==> src/rtl/layer_pkg.sv <==
// rtl/layer_pkg.sv - shared FC-layer constants and feeder state encoding
package layer_pkg;

    localparam int K_LEN_DEF    = 784;
    localparam int N_OUT_DEF    = 10;
    localparam int MAC_PIPE_LAT = 2;
    // mac_valid_o to visible MAC result: internal pipe plus the capture register
    localparam int RES_LAT      = MAC_PIPE_LAT + 1;

    typedef enum logic [2:0] {
        ST_IDLE,
        ST_CLR,
        ST_RD,
        ST_VLD,
        ST_W1,
        ST_W2,
        ST_TAIL
    } feeder_state_e;

endpackage

==> src/rtl/mac_feeder_dly.sv <==
// rtl/mac_feeder_dly.sv - W-bit by D-cycle shift register with synchronous clear
module mac_feeder_dly #(
    parameter int W = 1,
    parameter int D = 1
) (
    input  logic         clk_i,
    input  logic         rst_i,
    input  logic [W-1:0] d_i,
    output logic [W-1:0] q_o
);

    logic [W-1:0] pipe_q [D];
    logic [W-1:0] pipe_d [D];

    always_comb begin
        pipe_d[0] = d_i;
        for (int i = 1; i < D; i++) begin
            pipe_d[i] = pipe_q[i-1];
        end
    end

    always_ff @(posedge clk_i) begin
        for (int i = 0; i < D; i++) begin
            if (rst_i) begin
                pipe_q[i] <= '0;
            end else begin
                pipe_q[i] <= pipe_d[i];
            end
        end
    end

    assign q_o = pipe_q[D-1];

endmodule

==> src/rtl/mac_feeder.sv <==
// rtl/mac_feeder.sv - FC-layer MAC input sequencer; MAC_FEEDER_PERF_EN adds perf_cycles_o
module mac_feeder
    import layer_pkg::*;
#(
    parameter int K_LEN  = K_LEN_DEF,
    parameter int N_OUT  = N_OUT_DEF,
    parameter int IMG_AW = (K_LEN > 1) ? $clog2(K_LEN) : 1,
    parameter int W_AW   = (K_LEN * N_OUT > 1) ? $clog2(K_LEN * N_OUT) : 1
) (
    input  logic              clk_i,
    input  logic              rst_i,
    input  logic              start_i,
    output logic              busy_o,
    output logic              done_o,
    output logic              img_rd_o,
    output logic [IMG_AW-1:0] img_addr_o,
    input  logic [7:0]        img_q_i,
    output logic              w_rd_o,
    output logic [W_AW-1:0]   w_addr_o,
    input  logic [7:0]        w_q_i,
    output logic              mac_en_o,
    output logic              mac_valid_o,
    output logic              mac_clear_o,
    output logic [7:0]        image_data_o,
    output logic [7:0]        weight_data_o,
`ifdef MAC_FEEDER_PERF_EN
    output logic [31:0]       perf_cycles_o,
`endif
    output logic              res_valid_o,
    output logic [3:0]        res_idx_o
);

    feeder_state_e     state_q, state_d;
    logic [IMG_AW-1:0] k_q, k_d;
    logic [3:0]        o_q, o_d;
    logic [W_AW-1:0]   w_addr_q, w_addr_d;
    logic              busy_q, busy_d;
    logic              mac_clear_q, mac_clear_d;
    logic              mac_en_q, mac_en_d;
    logic              mac_valid_q, mac_valid_d;
    logic [3:0]        vld_idx_q, vld_idx_d;
    logic [4:0]        res_dly;

    always_comb begin
        state_d  = state_q;
        k_d      = k_q;
        o_d      = o_q;
        w_addr_d = w_addr_q;
        busy_d   = busy_q;
        case (state_q)
            ST_IDLE: begin
                if (start_i) begin
                    state_d  = ST_CLR;
                    k_d      = '0;
                    o_d      = '0;
                    w_addr_d = '0;
                    busy_d   = 1'b1;
                end
            end
            ST_CLR: state_d = ST_RD;
            ST_RD: begin
                // weight address keeps running across neurons, giving o*K_LEN+k without a multiply
                w_addr_d = w_addr_q + W_AW'(1);
                if (k_q == IMG_AW'(K_LEN - 1)) begin
                    k_d     = '0;
                    state_d = ST_VLD;
                end else begin
                    k_d = k_q + IMG_AW'(1);
                end
            end
            ST_VLD: state_d = ST_W1;
            ST_W1:  state_d = ST_W2;
            ST_W2: begin
                if (o_q == 4'(N_OUT - 1)) begin
                    state_d = ST_TAIL;
                end else begin
                    o_d     = o_q + 4'd1;
                    state_d = ST_CLR;
                end
            end
            ST_TAIL: begin
                if (done_o) begin
                    state_d = ST_IDLE;
                    o_d     = '0;
                    busy_d  = 1'b0;
                end
            end
            default: state_d = ST_IDLE;
        endcase
        mac_clear_d = (state_q == ST_CLR);
        mac_en_d    = (state_q == ST_RD);
        mac_valid_d = (state_q == ST_VLD);
        vld_idx_d   = (state_q == ST_VLD) ? o_q : 4'd0;
    end

    always_ff @(posedge clk_i) begin
        if (rst_i) begin
            state_q     <= ST_IDLE;
            k_q         <= '0;
            o_q         <= '0;
            w_addr_q    <= '0;
            busy_q      <= 1'b0;
            mac_clear_q <= 1'b0;
            mac_en_q    <= 1'b0;
            mac_valid_q <= 1'b0;
            vld_idx_q   <= '0;
        end else begin
            state_q     <= state_d;
            k_q         <= k_d;
            o_q         <= o_d;
            w_addr_q    <= w_addr_d;
            busy_q      <= busy_d;
            mac_clear_q <= mac_clear_d;
            mac_en_q    <= mac_en_d;
            mac_valid_q <= mac_valid_d;
            vld_idx_q   <= vld_idx_d;
        end
    end

    mac_feeder_dly #(
        .W (5),
        .D (RES_LAT)
    ) u_res_dly (
        .clk_i (clk_i),
        .rst_i (rst_i),
        .d_i   ({mac_valid_q, vld_idx_q}),
        .q_o   (res_dly)
    );

    assign busy_o        = busy_q;
    assign img_rd_o      = (state_q == ST_RD);
    assign w_rd_o        = (state_q == ST_RD);
    assign img_addr_o    = k_q;
    assign w_addr_o      = w_addr_q;
    assign mac_clear_o   = mac_clear_q;
    assign mac_en_o      = mac_en_q;
    assign mac_valid_o   = mac_valid_q;
    assign image_data_o  = mac_en_q ? img_q_i : 8'd0;
    assign weight_data_o = mac_en_q ? w_q_i : 8'd0;
    assign res_valid_o   = res_dly[4];
    assign res_idx_o     = res_dly[3:0];
    assign done_o        = res_dly[4] && (res_dly[3:0] == 4'(N_OUT - 1));

`ifdef MAC_FEEDER_PERF_EN
    logic [31:0] perf_q, perf_d;

    always_comb begin
        perf_d = perf_q;
        if (state_q == ST_IDLE && start_i) begin
            perf_d = '0;
        end else if (busy_q && perf_q != 32'hFFFF_FFFF) begin
            perf_d = perf_q + 32'd1;
        end
    end

    always_ff @(posedge clk_i) begin
        if (rst_i) begin
            perf_q <= '0;
        end else begin
            perf_q <= perf_d;
        end
    end

    assign perf_cycles_o = perf_q;
`endif

endmodule

==> config.mk <==
export PLATFORM = sky130hd
export DESIGN_NAME = mac_feeder
export DESIGN_NICKNAME = d
export VERILOG_FILES = /design/src/rtl/layer_pkg.sv /design/src/rtl/mac_feeder_dly.sv /design/src/rtl/mac_feeder.sv
export SDC_FILE = /design/constraint.sdc
export NUM_CORES = 1
export LEC_CHECK = 0
export CELL_PAD_IN_SITES_DETAIL_PLACEMENT = 2
export CELL_PAD_IN_SITES_GLOBAL_PLACEMENT = 2
export CORE_ASPECT_RATIO = 1.1
export CORE_MARGIN = 2
export CORE_UTILIZATION = 27
export DETAILED_ROUTE_END_ITERATION = 8
export GPL_ROUTABILITY_DRIVEN = 0
export HOLD_SLACK_MARGIN = 0.1
export MAX_ROUTING_LAYER = met4
export PLACE_DENSITY = 0.78
export SLEW_MARGIN = 20
export SYNTH_ARGS = -nofsm -noshare
export SYNTH_HDL_FRONTEND = slang
export SYNTH_SLANG_ARGS = --single-unit
==> constraint.sdc <==
create_clock -name clk_i -period 2.4 [get_ports clk_i]
set_input_delay 0.48 -clock clk_i [delete_from_list [all_inputs] [get_ports clk_i]]
set_output_delay 0.48 -clock clk_i [all_outputs]
set_load 0.005 [all_outputs]
Word-level counts from Yosys, hierarchy flattened
Memory sizes are Yosys's and may differ from the RTL's.
Cells that the tools add are included.
- add/subtract/negate cells: 3
- multipliers: 0
- div/mod/pow operators: 0
- $lt $le $gt $ge: 0
- equal/unequal tests: 13
- shift operators: 0
- multiplexer cells: 25
- bitwise logic cells: 4
- reduce and logical (&&, ||, !) cells: 10
- operator list (operator ; count):
    one-hot mux 13 bit (2 select lines) ; 1
    one-hot mux 3 bit (7 select lines) ; 1
    2-to-1 mux 10 bit ; 2
    one-hot mux 10 bit (2 select lines) ; 1
    2-to-1 mux 8 bit ; 2
    2-to-1 mux 5 bit ; 3
    adder 13 x 1 -> 13 bit, second input constant ; 1
    2-to-1 mux 13 bit ; 1
    2-to-1 mux 3 bit ; 4
    2-to-1 mux 4 bit ; 3
    one-hot mux 4 bit (3 select lines) ; 1
    adder 10 x 1 -> 10 bit, second input constant ; 1
    == test 10 bit, second input constant ; 1
    == test 3 bit, second input constant ; 3
    == test 4 bit, second input constant ; 2
    == test 3 x 2 -> 1 bit, second input constant ; 2
    != test 2 bit, second input constant ; 3
    AND reduction 3 bit ; 2
    2-to-1 mux 1 bit ; 5
    adder 4 x 1 -> 4 bit, second input constant ; 1
    AND reduction 4 bit ; 1
    nonzero test 2 bit ; 2
    == test 3 x 1 -> 1 bit, second input constant ; 1
    zero test 3 bit ; 1
    other kinds (8) ; 10
- register bits: 38
- bits in latches: 0
- bits in writable memories: 15
- ROM bits: 0
- input port bits: 19
- logic and storage cells: 65
- memories kept: 1
- memories (memory ; depth ; bits a word ; rd ports ; clocked after Yosys merged registers in ; write ports ; line ; RTL):
    u_res_dly.pipe_q ; 3 ; 5 ; 3 ; 0 ; 3 ; mac_feeder_dly.sv:12 ; logic [W-1:0] pipe_q [D];

Logic depth before layout (Yosys ltp)
- word-level depth: 4
- mapped depth: 8

Modules after synthesis
A second synthesis with hierarchy kept.
- cell total of the unflattened synthesis: 270
- area total of the unflattened synthesis: 2437.3 µm²
- modules (own cells, without submodules) (module ; instances ; cells an instance ; area each (µm²) ; sequential area each (µm²)):
    mac_feeder ; 1 ; 239 ; 2004.4 ; 760.7
    mac_feeder_dly ; 1 ; 31 ; 432.9 ; 300.3

Least setup slack after synthesis
No wires, ideal clock.
- kind: input port to flip-flop
- from: input start_i
- to: register o_q[1]
- library setup time: 121 ps
- data arrival time: 1671 ps
- required time: 2279 ps
- path slack: 609 ps
- cell stages on the path: 4
- buffers on the path: 1
- cells stage by stage: or4b_2 clkbuf_1 o211ai_2 mux2_2
- longest elaborated chain between the ends: 2
- ends and longest elaborated chain (element ; line ; RTL):
    from (decl) ; mac_feeder.sv:12 ; input logic start_i,
    != test 2 bit (no source line) ; -- ;
    AND reduction 4 bit (no source line) ; -- ;
    to (signal assigned) ; mac_feeder.sv:100 ; o_q <= '0;
    to (signal assigned) ; mac_feeder.sv:110 ; o_q <= o_d;
    to (decl) ; mac_feeder.sv:35 ; logic [3:0] o_q, o_d;
Every way passes these cells.
A chain may end at the register's enable or synchronous reset.

Worst setup path after layout
- from: register state_q[2]
- to: output w_rd_o
- longest elaborated chain between the ends: 1
- ends and longest elaborated chain (element ; line ; RTL):
    from (decl) ; mac_feeder.sv:33 ; feeder_state_e state_q, state_d;
    from (signal assigned) ; mac_feeder.sv:108 ; state_q <= state_d;
    == test 3 x 2 -> 1 bit ; mac_feeder.sv:132 ; assign w_rd_o = (state_q == ST_RD);
    to (decl) ; mac_feeder.sv:18 ; output logic w_rd_o,
Every way passes these cells.

==> flow_summary.toml <==
[cts]
root_buffer = "clkbuf_8"
clk_latency_ps = 320
postCtsSetupBuffers = 0
clockBufferDepth = 2
htreeDepth = 2
cts_buffers = 5
cts_tree = "built"
cts_num_sinks = 53
clkTransAtPathRegs_ps = 110
cts-resized-gates = 1
ctsHoldBuffers = 0

[placed_design]
io_buffer_count = 69
hpwl_mm = 5.13
placed_cells = 443
place_area_sq_mm = 0.00322

[yosys]
async_flop_share_pct = 0
synth_area_leaders = "dfxtp_1, and2_1, nor2b_1"
synth_compound_area_share_pct = 15.3
synth_top_family_by_area = "simple AND/OR/NAND/NOR gates"
synth_top_area_cell = "dfxtp_1"
syn_inst = 265
synth_xor_area_share_pct = 0.733
synth_ff_type = "dfxtp_1"
synth_warnings = 0
synthAdderAreaFrac_pct = 2.09
synth_edf_count = 0
syn_area_per_cell_sq_um = 9.02
ys_ff_latch = 53
synth_nets = 288
yosysMostFrequentCell = "dfxtp_1"
synth_cell_type_count = 54
ys_top_cells_by_count = "dfxtp_1, and2_1, nor2_1"
synth_mux_area_share_pct = 2.36
yosys.area_share.simple_pct = 31.0
syn_area_sq_mm = 0.00239
yosysTopAreaCellShare_pct = 44.4
yosysSeqAreaShare_pct = 44.4

[power]
p_leak_uw = 0.00119
netSwitchingFraction_pct = 32.5
p_sw_uw = 708
ir_worst_vdd_mv = 0.273
seqPwrFrac_pct = 45.7
power.share.clock_pct = 25.4
p_per_area_mw_per_mm2 = 654
combPwrFrac_pct = 28.9
internal_power_uw = 1470

[sta]
rsz0062_at_grt = "false"
finalMaxSlewViolations = 0
fin_skew_ps = 7.85
setup_violations = 0
fin_crit_ps = 2200
post-route-period-util_pct = 91.6
setup_tns_ps = 0
max_freq_mhz = 455
worst_pin_slew_ps = 566
max_slew_margin_pct = 62.1
hold_viol_final = 0

[layout]
antennaDiodeCount = 0
fillers = 973
layout-drive-gt1-share_pct = 10.1
finalInstanceArea_sq_mm = 0.00332
finalNonFillerCells = 451
nets = 359
area_growth_pct = 39.1

[setup_path]
ff2ff_path_depth = 5
path_max_fanout = 9
cp.arrival_ps = 1720
end_kind = "output pin"
crit_required_ps = 1920
worst-setup-path-type = "flip-flop to output pin"
cp-start-kind = "flip-flop"

[floorplan]
num_rows = 36
die_w_um = 93.7
io_pins = 70
start_util_pct = 27.3
coreArea_sq_mm = 0.00874
die_area_sq_mm = 0.00962
dieHeight_um = 103

[grt]
grt_pass1_wl_mm = 11.1
grt_util_all_layers_pct = 14.9
antenna_found_initial = 0
grt_max_degree = 38
grt_remaining_overflow = 0
grt_pass1_vias = 2300

[routing]
vias = 2231
drtAntennaViolNets = 0
avgRoutedWirePerCell_um = 15.0
wl_mm = 6.78
firstDrtPassIters = 4
route.detailed.drc = 0
drtIter0Drc = 27
viasPerCell = 4.95

[outcome]
run_status = "completed"

[job]
maxCapViolations = 0

[hold_path]
hold-path-cell-count = 1
hold_path.class = "flip-flop to flip-flop"
[final timing paths]
path | slack, ps | endpoint | startpoint
setup / recovery | 200 | w_rd_o | state_q[2]
hold reg to reg | 440 | u_res_dly.pipe_q[0][3] | vld_idx_q[3]
hold / removal | 440 | u_res_dly.pipe_q[0][3] | vld_idx_q[3]
setup reg to reg | 560 | img_addr_o[5] | img_addr_o[0]
[stage by stage]
stage	hold WS [ps]	total power [uW]	worst slack [ps]	utilization (%)
floorplan	414	1330	609	-
global placement	417	1620	222	36.9
detailed placement	426	1660	180	36.9
CTS	446	2210	164	38.0
global route	454	2320	91.0	38.0
finish	441	2170	202	38.0
[final cells by class]
| cell class | instances | area, sq um | share of cell area (%) |
|---|---|---|---|
| clock inverter | 3 | 28.8 | 0.866 |
| timing repair buffer | 79 | 766 | 23.0 |
| tap | 114 | 143 | 4.29 |
| multi-input combinational | 191 | 1230 | 37.1 |
| sequential | 53 | 1060 | 31.9 |
| clock buffer | 5 | 68.8 | 2.07 |
| inverter | 6 | 22.5 | 0.677 |
[critical path, stage by stage, from the launching register on]
cell	delay, ps
dfxtp_1	320
or3b_1	400
inv_2	160
clkdlybuf4s50_1	520
[routing by layer]
metal | vias up | track usage [%] | part of all wire, %
met1 | 1098 | 18.0 | 46
li1 | 1082 | - | -
met4 | 0 | 5.35 | 1.3
met3 | 4 | 2.56 | 3.7
met5 | - | - | 0
met2 | 47 | 25.1 | 49
[state kept, by name, summed over array words and instances (netlist names)]
signal,cells
w_addr_o,13
mac_clear_o,1
state_q,3
u_res_dly.pipe_q,15
busy_o,1
img_addr_o,10
mac_en_o,1
mac_valid_o,1
o_q,4
vld_idx_q,4
[placed cells by master (no fill, tap or decap), types with 2 or more instances in the layout]
cell	netlist	final
a211oi_1	3	3
nand3b_1	5	5
a41oi_1	2	2
nor4b_1	2	2
nor2_1	22	22
nor4_1	2	2
nand3_1	8	8
clkbuf_8	0	5
buf_4	1	10
a31oi_1	2	2
nor3_1	3	3
or3_1	4	4
nand2b_1	2	2
or3b_1	2	2
dfxtp_1	53	53
nor2b_1	19	19
a21oi_1	19	19
o21ai_0	12	12
inv_1	5	5
mux2_2	5	5
o211ai_1	2	2
and2_1	23	23
nand4_1	4	4
a311oi_1	4	4
ha_1	4	4
clkdlybuf4s50_1	0	69
and3_1	3	3
nand2_1	15	15
[power by group through the flow]
stage | combinational, uW | sequential, uW | clock, uW
after detailed placement | 640 | 1010 | 0
after global placement | 612 | 1010 | 0
after CTS | 642 | 995 | 573
after floorplan | 339 | 996 | 0
after global routing | 706 | 1000 | 606
final | 629 | 994 | 551
[logic make-up (layout without fill, tap and decap cells)]
| kind of cell | Yosys count | after routing |
|---|---|---|
| simple gates | 125 | 125 |
| compound gates | 55 | 55 |
| flops | 53 | 53 |
| buf+inv | 21 | 93 |
| mux | 5 | 5 |
| fa+ha+maj | 4 | 4 |
| xor+xnor | 2 | 2 |
Note: power is estimated with default switching activity, not from simulation.
==> RTL edit 1, RTL diff (same settings) <==
Build with the macro `MAC_FEEDER_PERF_EN` defined.
--- a/src/rtl/mac_feeder.sv
+++ b/src/rtl/mac_feeder.sv
@@ -1,3 +1,5 @@
 // rtl/mac_feeder.sv - FC-layer MAC input sequencer; MAC_FEEDER_PERF_EN adds perf_cycles_o
+`define MAC_FEEDER_PERF_EN
+
 module mac_feeder
     import layer_pkg::*;
Behaviour (old outputs only; new: perf_cycles_o): unchanged (equiv_simple and equiv_induct, registers matched by name and starting in step).
==> RTL edit 1 against the original RTL <==
  * Count of clock-buffer cells in the layout is 4 higher
  * Sequential share of layout area is 1.6 points lower
  * Design area is 69% higher
  * Routed wire length is 100% higher
  * Power is 46% higher
  * Fmax is 4.2% lower
  * Worst setup slack worse by 96 ps
  * Area after synthesis is 67% higher
  * Non-clock buffer count is 50 higher
  * Sequential power is 46% higher
  * Clock power is 150% higher
  * Sequential cell count is 32 higher
  * Combinational power is 43% lower
  * Critical path type unchanged
  * Critical endpoint is now img_rd_o
==> RTL edit 1: results (changes against the original RTL) <==
| Metric | Value |
|---|---|
| Port bufs | 101 (was 69) |
| Vias/cell | 5.27 (was 4.95) |
| Detailed placer's ending HPWL | 10200 um (was 5130 um) |
| Vias in the first global route | 4420 (was 2300) |
| Synth cell count leaders | 85 x dfxtp_1, 43 x a21oi_1, 40 x nand2_1 (was 53 x dfxtp_1, 23 x and2_1, 22 x nor2_1) |
| Share of layout cells above drive strength 1 | 0.103 (was 0.101) |
| Root Driver | clkbuf_16 (was clkbuf_8) |
| Number of H-tree levels | 3 (was 2) |
| Clk buf depth | 2 (unchanged) |
| Arrival time at the worst endpoint | 1810 ps (was 1720 ps) |
| Yosys warning count | 0 (unchanged) |
| Synthesized Nets | 495 (was 288) |
| Total GRT Usage | 0.187 (was 0.149) |
| Sequential area share after synthesis | 0.427 (was 0.444) |
| FILL cells | 1616 (was 973) |
| Clk slew on worst S/H paths | 70 ps (was 110 ps) |
| CP max-delay cell | clkdlybuf4s50_1 (unchanged) |
| Worst-margin pin slew | 678 ps (was 566 ps) |
| Outcome | completed (unchanged) |
| Distinct cell type count of the synthesized netlist | 52 (was 54) |
| Setup tns final | 0 ps (unchanged) |
| Critical path's largest stage delay | 510 ps |
| Initial antenna violation count | 1 (was 0) |
| Drt initial violations | 176 (was 27) |
| Worst Setup SP | state_q[0] (was state_q[2]) |
| Clk_skew | 4.45 ps (was 7.85 ps) |
| Top cells by area, synth | dfxtp_1 43%, a21oi_1 5.4%, and2_1 3.8% (was dfxtp_1 44%, and2_1 6.0%, nor2b_1 5.0%) |
| Peak supply drop | 0.313 mV (was 0.273 mV) |
| HP Class | flop to flop (unchanged) |
| Pre-CTS setup slack | 60.8 ps (was 180 ps) |
| FF-to-FF Start | perf_cycles_o[0] (was img_addr_o[0]) |
| Pin count of the biggest net entering global routing | 39 (was 38) |
| Largest register FFs | 32 (was 15) |
| Wire per inst | 17.7 um (was 15.0 um) |
| HP Start | u_res_dly.pipe_q[0][4] (was vld_idx_q[3]) |
| DR pass1 iterations | 4 (unchanged) |
| First-pass GRT wire length | 23000 um (was 11100 um) |
| Crit Path Max Fanout | 9 (unchanged) |
| TritonCTS buffer count | 9 (was 5) |
| Worst skew pair latency | 350 ps (was 320 ps) |
| Leakage power | 0.00186 uW (was 0.00119 uW) |
| Nets | 611 (was 359) |
-- RTL edit 1: cell types whose count changed in the layout (fill, tap and decap cells not counted), moves of 17 or more --
cell             before  now
a21oi_1              19   43
dfxtp_1              53   85
clkdlybuf4s50_1      69  100
nand2_1              15   40
buf_4                10   27
-- RTL edit 1: kinds of logic after synthesis --
logic type	count (synthesis)	synth area share
AO/OA/AOI/OAI	110	0.169
buffers and inverters	32	0.0420
multiplexers	6	0.0160
AND/OR/NAND/NOR	231	0.326
adder cells (fa/ha/maj)	5	0.0157
XOR/XNOR	2	0.00439
flip-flops	85	0.427
-- RTL edit 1: routing by layer --
metal | share of wire | routed length [um] | vias to the layer above | track usage
met2 | 0.53 | 7310 | 79 | 0.323
met1 | 0.42 | 5830 | 2072 | 0.215
li1 | - | - | 1965 | -
met3 | 0.036 | 501 | 19 | 0.0360
met5 | 0 | 0 | - | -
met4 | 0.017 | 233 | 0 | 0.0680
-- RTL edit 1: repair_timing --
action / 4_1_cts / 5_1_grt
endpoints found under the hold margin: 0 / 0
setup endpoints to repair: 0 / 4
gates resized for setup: 0 / 2
-- RTL edit 1: worst paths after layout --
kind / endpoint / slack [ps] / cells past startpoint
worst min register to register: u_res_dly.pipe_q[1][4] / 440 / 1
worst max-delay path: img_rd_o / 110 / 3
worst min-delay path: u_res_dly.pipe_q[1][4] / 440 / 1
worst max register to register: perf_cycles_o[15] / 260 / 7
-- RTL edit 1: power by group --
group          switching (uW)  internal [uW]
clock                     641            714
combinational             198            161
sequential               24.0           1430
total                     864           2300
-- RTL edit 1: critical path: cells and delay by family, from the launching register on --
family	cells	cell delay [ps]
flip-flops	1	390
AND/OR/NAND/NOR	1	450
buffers and inverters	2	620
-- RTL edit 1: layout make-up --
cell class	instances	area (um2)	share of cell area
Antenna cell	1	2.50	0.000446
Clock buffer	9	225	0.0401
Clock inverter	7	57.6	0.0103
Inverter	8	30.0	0.00535
Multi-Input combinational cell	354	2130	0.379
Sequential cell	85	1700	0.303
Tap cell	192	240	0.0428
Timing Repair Buffer	129	1230	0.219
-- RTL edit 1: stage by stage --
stage	power [uW]	area (um2)	hold WS (ps)	instances
2_1_floorplan	1660	3990	414	471
3_3_place_gp	1830	5320	418	768
3_5_place_dp	1850	5320	428	768
4_1_cts	3220	5600	444	784
5_1_grt	3320	5610	468	785
6_report	3170	5610	439	785
==> RTL edit 2, RTL diff (same flow settings) <==
Made on the original files. `k_q`, `o_q` and `w_addr_q` no longer have a reset.
--- a/src/rtl/mac_feeder.sv
+++ b/src/rtl/mac_feeder.sv
@@ -97,7 +97,4 @@
         if (rst_i) begin
             state_q     <= ST_IDLE;
-            k_q         <= '0;
-            o_q         <= '0;
-            w_addr_q    <= '0;
             busy_q      <= 1'b0;
             mac_clear_q <= 1'b0;
@@ -107,7 +104,4 @@
         end else begin
             state_q     <= state_d;
-            k_q         <= k_d;
-            o_q         <= o_d;
-            w_addr_q    <= w_addr_d;
             busy_q      <= busy_d;
             mac_clear_q <= mac_clear_d;
@@ -116,4 +110,10 @@
             vld_idx_q   <= vld_idx_d;
         end
+    end
+
+    always_ff @(posedge clk_i) begin
+        k_q      <= k_d;
+        o_q      <= o_d;
+        w_addr_q <= w_addr_d;
     end
 
Function: differs if rst_i is asserted again (counterexample within 4 cycles, from zero or initial values and one cycle with rst_i high); with rst_i held inactive, the same outputs for 10 cycles.
==> RTL edit 2 against the original RTL <==
  * Area after synthesis decreased by 0.26%
  * Routed wire length decreased by 5.3%
  * Critical path depth unchanged
  * Power increased by 14%
  * Worst setup slack got worse by 3.3 ps
  * Hold slack improved by 4.7 ps
  * Sequential cell count unchanged
  * Clock skew increased by 1.0 ps
  * Sequential power increased by 25%
  * Count of clock-buffer cells in the layout increased by 2
  * Fmax decreased by 0.15%
  * Design area increased by 0.83%
  * Critical endpoint is now done_o
  * Largest cell class is now sequential cells
  * Highest routed layer unchanged
==> RTL edit 2: results (changes against the original RTL) <==
| Metric | Value |
|---|---|
| XOR/XNOR Fraction of Synth Area | 0.0331 (was 0.00733) |
| Worst-margin pin slew | 420 ps (was 566 ps) |
| Met3 Wirelength | 286 um (was 254 um) |
| Distinct cell type count of the synthesized netlist | 41 (was 54) |
| Hold Crit Endpoint | u_res_dly.pipe_q[2][2] (was u_res_dly.pipe_q[0][3]) |
| R2R cell count | 4 (was 5) |
| FILL cells | 913 (was 973) |
| Multi-input gates | 155 (was 191) |
| Area of the multi-input gates | 991 um2 (was 1230 um2) |
| FF/Latch Area | 1330 um2 (was 1060 um2) |
| Non-Filler Instances | 411 (was 451) |
| Synthesized Nets | 247 (was 288) |
| HP Start | u_res_dly.pipe_q[1][2] (was vld_idx_q[3]) |
| Top cells by area, synth | edfxtp_1 34%, dfxtp_1 22%, and2_1 5.5% (was dfxtp_1 44%, and2_1 6.0%, nor2b_1 5.0%) |
| Sequential area share after synthesis | 0.559 (was 0.444) |
| FF-to-FF Start | w_addr_o[0] (was img_addr_o[0]) |
| Total GRT Usage | 0.141 (was 0.149) |
| Data buffer area share | 0.224 (was 0.230) |
| Dpl cells | 403 (was 443) |
| Non-Clock Buffer Count | 77 (was 79) |
| Sequential fraction of design power | 0.498 (was 0.457) |
| Outcome | completed (unchanged) |
| Drt initial violations | 69 (was 27) |
| Met1 WL | 2900 um (was 3090 um) |
| Top cell family by delay on the critical path | simple AND/OR/NAND/NOR gates (was buffers and inverters) |
| Clock power frac | 0.245 (was 0.254) |
| Number of flops mapped to enable cells by yosys | 27 (was 0) |
| Synthesized area per cell | 10.6 um2 (was 9.02 um2) |
| Dpl cell area | 3240 um2 (was 3220 um2) |
| Max Fclk | 0.454 GHz (was 0.455 GHz) |
| FF-to-FF setup slack | 590 ps (was 560 ps) |
| Die width | 93.6 um (was 93.7 um) |
| Synth cell count leaders | 27 x edfxtp_1, 26 x dfxtp_1, 21 x and2_1 (was 53 x dfxtp_1, 23 x and2_1, 22 x nor2_1) |
| Final WL | 6420 um (was 6780 um) |
| Vias in the first global route | 2093 (was 2300) |
| Post-cts resize count | 0 (was 1) |
| Leakage power | 0.00115 uW (was 0.00119 uW) |
| Nets | 322 (was 359) |
| Most used DFF post-synth | edfxtp_1 (was dfxtp_1) |
| Crit Path Max Fanout | 4 (was 9) |
[RTL edit 2: cell types whose count changed in the layout (fill, tap and decap cells not counted), sizes merged, moves of 6 or more]
cell and change:
or4 +8, o31ai +7, edfxtp +27, dfxtp -27, o21ai -7, nor2 -6, a21oi -6
[RTL edit 2: how the worst max path moves through the flow]
| stage | from | cells after the start | end |
|---|---|---|---|
| 6_report | u_res_dly.pipe_q[2][2] | 3 | done_o |
| 5_1_grt | u_res_dly.pipe_q[2][2] | 3 | done_o |
| 4_1_cts | u_res_dly.pipe_q[2][2] | 3 | done_o |
| 3_5_place_dp | img_q_i[4] | 3 | image_data_o[4] |
| 3_3_place_gp | img_q_i[2] | 3 | image_data_o[2] |
| 2_1_floorplan | img_addr_o[6] | 3 | img_addr_o[3] |
[RTL edit 2: layer usage]
layer | track usage | up-vias
li1 | - | 952
met1 | 0.173 | 983
met2 | 0.246 | 59
met3 | 0.0227 | 4
met4 | 0.0368 | 0
met5 | - | -
